==> config.mk <==
export PLATFORM = sky130hd
export DESIGN_NAME = seq_divider
export DESIGN_NICKNAME = d
export VERILOG_FILES = /design/src/rtl/seq_divider.sv
export SDC_FILE = /design/constraint.sdc
export NUM_CORES = 1
export LEC_CHECK = 0
export BUFFER_PORTS_ARGS = -buffer_cell sky130_fd_sc_hd__buf_4
export CAP_MARGIN = 25
export CORE_AREA = 8 8 154 192
export CTS_CLUSTER_SIZE = 8
export DETAILED_ROUTE_END_ITERATION = 6
export DIE_AREA = 0 0 162 200
export PLACE_DENSITY_LB_ADDON = 0.1
export SETUP_SLACK_MARGIN = 0.05
export SLEW_MARGIN = 40
export SYNTH_ARGS = -nofsm -noshare
export SYNTH_HDL_FRONTEND = slang
export SYNTH_SLANG_ARGS = --single-unit
==> constraint.sdc <==
create_clock -name clk -period 9.2 [get_ports clk]
set_input_delay 0.92 -clock clk [delete_from_list [all_inputs] [get_ports clk]]
set_output_delay 0.92 -clock clk [all_outputs]
set_load 0.03 [all_outputs]
==> src/rtl/seq_divider.sv <==
`default_nettype none
// +--------------------------------------------------------------------------+
// | seq_divider : sequential restoring divider, one quotient bit per clock.   |
// | Optional macro SIGNED_DIV_EN selects two's-complement operands.           |
// | Revision    : 1.0                                                         |
// +--------------------------------------------------------------------------+
module seq_divider #(
    parameter int WIDTH = 32,
    parameter int CNT_W = 6
) (
    input  logic             clk,
    input  logic             rst,
    input  logic             start,
    input  logic [WIDTH-1:0] dividend,
    input  logic [WIDTH-1:0] divisor,
    output logic             busy,
    output logic             done,
    output logic [WIDTH-1:0] quotient,
    output logic [WIDTH-1:0] remainder,
    output logic             div_by_zero
);

    localparam logic [1:0]       S_IDLE      = 2'd0;
    localparam logic [1:0]       S_RUN       = 2'd1;
    localparam logic [1:0]       S_DONE      = 2'd2;
    localparam logic [CNT_W-1:0] c_last_iter = CNT_W'(WIDTH - 1);
    localparam logic [CNT_W-1:0] c_cnt_one   = CNT_W'(1);

    logic [1:0]       r_state;
    logic [1:0]       w_next_state;
    logic [CNT_W-1:0] r_cnt;
    logic [WIDTH-1:0] r_q;
    logic [WIDTH-1:0] r_r;
    logic [WIDTH-1:0] r_d;
    logic [WIDTH-1:0] r_quotient;
    logic [WIDTH-1:0] r_remainder;
    logic             r_dbz;

    logic             w_dvs_zero;
    logic             w_last;
    logic [WIDTH:0]   w_trial;
    logic [WIDTH:0]   w_diff;
    logic             w_fits;
    logic [WIDTH-1:0] w_r_next;
    logic [WIDTH-1:0] w_q_next;
    logic [WIDTH-1:0] w_dvd_mag;
    logic [WIDTH-1:0] w_dvs_mag;
    logic [WIDTH-1:0] w_q_final;
    logic [WIDTH-1:0] w_r_final;

    assign w_dvs_zero = (divisor == '0);
    assign w_last     = (r_cnt == c_last_iter);

    // Full R is kept in the trial value so a divisor with its MSB set still compares correctly.
    assign w_trial  = {r_r, r_q[WIDTH-1]};
    assign w_diff   = w_trial - {1'b0, r_d};
    assign w_fits   = ~w_diff[WIDTH];
    assign w_r_next = w_fits ? w_diff[WIDTH-1:0] : w_trial[WIDTH-1:0];
    assign w_q_next = {r_q[WIDTH-2:0], w_fits};

`ifdef SIGNED_DIV_EN
    logic r_neg_q;
    logic r_neg_r;
    logic w_dvd_neg;
    logic w_dvs_neg;

    assign w_dvd_neg = dividend[WIDTH-1];
    assign w_dvs_neg = divisor[WIDTH-1];
    assign w_dvd_mag = w_dvd_neg ? (~dividend + 1'b1) : dividend;
    assign w_dvs_mag = w_dvs_neg ? (~divisor + 1'b1) : divisor;
    assign w_q_final = r_neg_q ? (~w_q_next + 1'b1) : w_q_next;
    assign w_r_final = r_neg_r ? (~w_r_next + 1'b1) : w_r_next;

    always_ff @(posedge clk) begin
        if (!rst) begin
            r_neg_q <= 1'b0;
            r_neg_r <= 1'b0;
        end else if (r_state == S_IDLE && start) begin
            r_neg_q <= w_dvd_neg ^ w_dvs_neg;
            r_neg_r <= w_dvd_neg;
        end
    end
`else
    assign w_dvd_mag = dividend;
    assign w_dvs_mag = divisor;
    assign w_q_final = w_q_next;
    assign w_r_final = w_r_next;
`endif

    always_ff @(posedge clk) begin
        if (!rst) begin
            r_state <= S_IDLE;
        end else begin
            r_state <= w_next_state;
        end
    end

    always_comb begin
        w_next_state = r_state;
        busy         = 1'b0;
        done         = 1'b0;
        case (r_state)
            S_IDLE: begin
                if (start) begin
                    w_next_state = w_dvs_zero ? S_DONE : S_RUN;
                end
            end
            S_RUN: begin
                busy = 1'b1;
                if (w_last) begin
                    w_next_state = S_DONE;
                end
            end
            S_DONE: begin
                busy         = 1'b1;
                done         = 1'b1;
                w_next_state = S_IDLE;
            end
            default: begin
                w_next_state = S_IDLE;
            end
        endcase
    end

    always_ff @(posedge clk) begin
        if (!rst) begin
            r_cnt       <= '0;
            r_q         <= '0;
            r_r         <= '0;
            r_d         <= '0;
            r_quotient  <= '0;
            r_remainder <= '0;
            r_dbz       <= 1'b0;
        end else begin
            case (r_state)
                S_IDLE: begin
                    if (start) begin
                        r_q   <= w_dvd_mag;
                        r_d   <= w_dvs_mag;
                        r_r   <= '0;
                        r_cnt <= '0;
                        r_dbz <= 1'b0;
                        // Zero divisor skips iteration; remainder reports the untouched operand.
                        if (w_dvs_zero) begin
                            r_quotient  <= '1;
                            r_remainder <= dividend;
                            r_dbz       <= 1'b1;
                        end
                    end
                end
                S_RUN: begin
                    r_q   <= w_q_next;
                    r_r   <= w_r_next;
                    r_cnt <= r_cnt + c_cnt_one;
                    if (w_last) begin
                        r_quotient  <= w_q_final;
                        r_remainder <= w_r_final;
                    end
                end
                default: begin
                end
            endcase
        end
    end

    assign quotient    = r_quotient;
    assign remainder   = r_remainder;
    assign div_by_zero = r_dbz;

endmodule
`default_nettype wire
==> flow_summary_export.csv <==
group,metric,value,unit
global_routing,grt_pass1_wl,44900,um
sta,layout_min_cycle_time,3.74,ns
floorplanning,dieArea,32400,sq um
clocking,holdBufCountCts,0,
sta,fin_crit_sh,40.7,%
sta,finalHoldViolations,0,
global_routing,grt_usage,17.5,%
clocking,path_clk_slew,0.07,ns
pwr,pwr-share-seq,32.7,%
pwr,p_int,1.72,mW
yosys,synth_top_area_share,37.1,%
pwr,vdd_drop_max,0.118,mV
detailed_routing,wl_per_cell,17.9,um
yosys,synth_area_leaders,"dfxtp_1 (37%), nand2_1 (6.6%), ha_1 (4.9%)",
place,gp_congestion,0.832,
yosys,synth_edf_count,0,
yosys,ys_seq_area_share,37.1,%
global_routing,grt_overflow,0,
clocking,cts_buffer_depth,2,
floorplanning,fp.dieW,162,um
global_routing,grt_pass1_vias,7915,
setup_path,arrival,4.04,ns
place,dpl-instance-area,10300,sq um
yosys,ys_ff_latch,169,
setup_path,worstSetupPathType,"reg2reg",
yosys,syn_avg_cell_area,8.01,sq um
sta,slew_headroom,48.8,%
outcome,status,"completed",
place,io_buffers,133,
detailed_routing,dr_total_vias,8238,
global_routing,grt_max_degree,88,
pwr,combPwrFrac,41.7,%
yosys,synth_most_common_cell,"dfxtp_1",
clocking,cts.repair.resized,0,
floorplanning,initial_core_util,34.4,%
setup_path,r2r_end,"remainder[16]",
clocking,clk-insertion-delay-late,0.44,ns
detailed_routing,vias_per_cell,5.22,
detailed_routing,initialDrtViolationCount,474,
sta,worst_slew_pin_slew,0.766,ns
setup_path,cp_data_required_time,9.50,ns
worst_hold_path,min_path_type,"reg2reg",
yosys,async_flop_share,0,%
yosys,synth_warnings,0,
pwr,p_leak,4.45,nW
yosys,netlist_instances,1138,
final_layout,areaGrowthSynthToFinish,20.2,%
sta,setup_viol,0,
clocking,cts-root-buf,"clkbuf_16",
sta,fin_worst_skew,0.0108,ns
sta,rsz0062_at_grt,"false",
setup_path,critPathLaunchType,"register",
yosys,yosysTopAreaCell,"dfxtp_1",
clocking,cts_buffers,17,
pwr,swShare,41.9,%
detailed_routing,ant_nets,0,
job,maxCapViolations,0,
yosys,synth_area,9110,sq um
worst_hold_path,min_from,"r_d[11]",
global_routing,antenna_found_initial,0,
final_layout,final_area,10900,sq um
detailed_routing,routed_wl,28200,um
floorplanning,fp.dieH,200,um
floorplanning,ios,134,
final_layout,final_nets,1324,
floorplanning,rows,67,
sta,setup_tns,0,ns
clocking,htree_num_levels,4,
pwr,clkPwrFrac,25.6,%
worst_hold_path,holdPathEnd,"r_d[11]",
setup_path,r2r_cells,13,
pwr,power_density,270,nW/um^2
yosys,synth_fp_nets,1242,
yosys,ys_types,64,
sta,fmax,0.267,GHz
yosys,netlist_top_cells_count,"dfxtp_1 (169), nand2_1 (161), a21oi_1 (84)",
detailed_routing,route.detailed.drc,0,
final_layout,antenna_cells,0,
final_layout,fin_util,41.3,%
clocking,cts_sinks,169,
pwr,p_sw,1.24,mW
yosys,synthFlopType,"dfxtp_1",
worst_hold_path,min_path_cells,2,
detailed_routing,drt-pass1-iter-count,4,
place,place_hpwl,21100,um
clocking,cts_tree,"done",
final_layout,nFillCells,2804,
clocking,post_cts_buffers,0,
floorplanning,core,26500,sq um
sta,holdWs,0.454,ns
sta,maxSlewViolCount,0,
setup_path,reg2reg_setup_slack,5.46,ns
setup_path,crit_path_end_kind,"register",
setup_path,crit_fanout,34,
final_layout,drive_gt1_share,16.5,%
setup_path,reg2reg_from,"r_q[31]",
-- metrics by stage --
stage	setup slack (ns)	power (mW)	cells
6_report	5.46	2.96	1578
5_1_grt	5.13	3.16	1578
4_1_cts	5.16	2.99	1578
3_5_place_dp	4.71	2.23	1546
3_3_place_gp	4.75	2.22	1545
2_1_floorplan	6.25	1.86	1138
-- cells by family (layout without fill, tap and decap cells) --
family	count (synthesis)	in the layout	synth area share (%)
multiplexers	44	44	4.92
flip-flops	169	169	37.1
AO/OA/AOI/OAI	322	322	23.6
AND/OR/NAND/NOR	399	399	20.4
adder cells (fa/ha/maj)	37	37	5.16
XOR/XNOR	24	24	2.31
buffers and inverters	143	238	6.55
-- how the worst max path moves through the flow --
stage,start,to,slack (ns)
detailed placement,divisor[24],remainder[4],4.71
CTS,divisor[24],remainder[4],5.16
global placement,divisor[24],remainder[18],4.75
finish,r_q[31],remainder[16],5.46
global route,divisor[24],remainder[28],5.13
floorplan,r_q[31],remainder[12],6.25
-- power groups by stage --
stage               Combinational (mW)  Clock, mW  Sequential [mW]
CTS                               1.25      0.773            0.969
global route                      1.37      0.804            0.985
floorplan                        0.821          0             1.04
finish                            1.23      0.757            0.966
global placement                  1.24          0            0.983
detailed placement                1.24          0            0.986
-- worst max-delay path: stages (launching register included) --
cell	delay, ns
dfxtp_1	0.40
inv_1	0.06
ha_1	0.22
fa_1	0.40
nor2b_1	0.18
o31a_1	0.22
o21ai_2	0.13
a21boi_4	0.24
o21ai_4	0.11
and2_4	0.19
o311ai_4	0.28
buf_4	0.47
mux2i_1	0.56
o21ai_1	0.13
-- sequential cells by signal, summed over array words and instances, names as in the netlist --
register,count
div_by_zero,1
quotient,32
r_cnt,6
r_d,32
r_q,32
r_r,32
r_state,2
remainder,32
-- placed cells by master, fill, tap and decap left out, types with 6 or more instances in the layout --
master     synthesis  layout
nor4_1            10      10
a31oi_1           12      12
nand2_1          161     161
nand2b_1          10      10
nor3_1            13      13
o211ai_1          21      21
dfxtp_1          169     169
a311oi_1          23      23
o21ai_0           42      41
mux2i_1           38      38
nand3_1           60      59
xor2_1             6       6
mux2_2             6       6
a21oi_1           84      84
nor2b_1           23      23
a21o_1            14      14
ha_1              36      35
inv_1             59      58
nand3b_1           6       6
nor2_1            73      72
o21ai_1           30      29
buf_4              1     144
xnor2_1           18      18
clkbuf_16          0      17
a211oi_1          50      50
nand4_1           12      12
-- layout make-up --
cell class	instances	area (sq um)	share of cell area, %
multi-input combinational	826	5170	47.3
sequential	169	3380	30.9
timing repair buffer	146	1110	10.2
tap	345	432	3.94
clock buffer	17	425	3.89
inverter	60	226	2.07
clock inverter	15	196	1.79
-- routing by layer --
layer	global-route usage, %	vias to the layer above	part of all wire (%)	wire length (um)
li1	-	4223	-	-
met1	23.8	3831	49	13900
met2	28.4	161	46	12900
met3	2.91	23	3.6	1010
met4	4.43	0	1.2	349
met5	0	-	0	0
(Power assumes the default switching activity.)
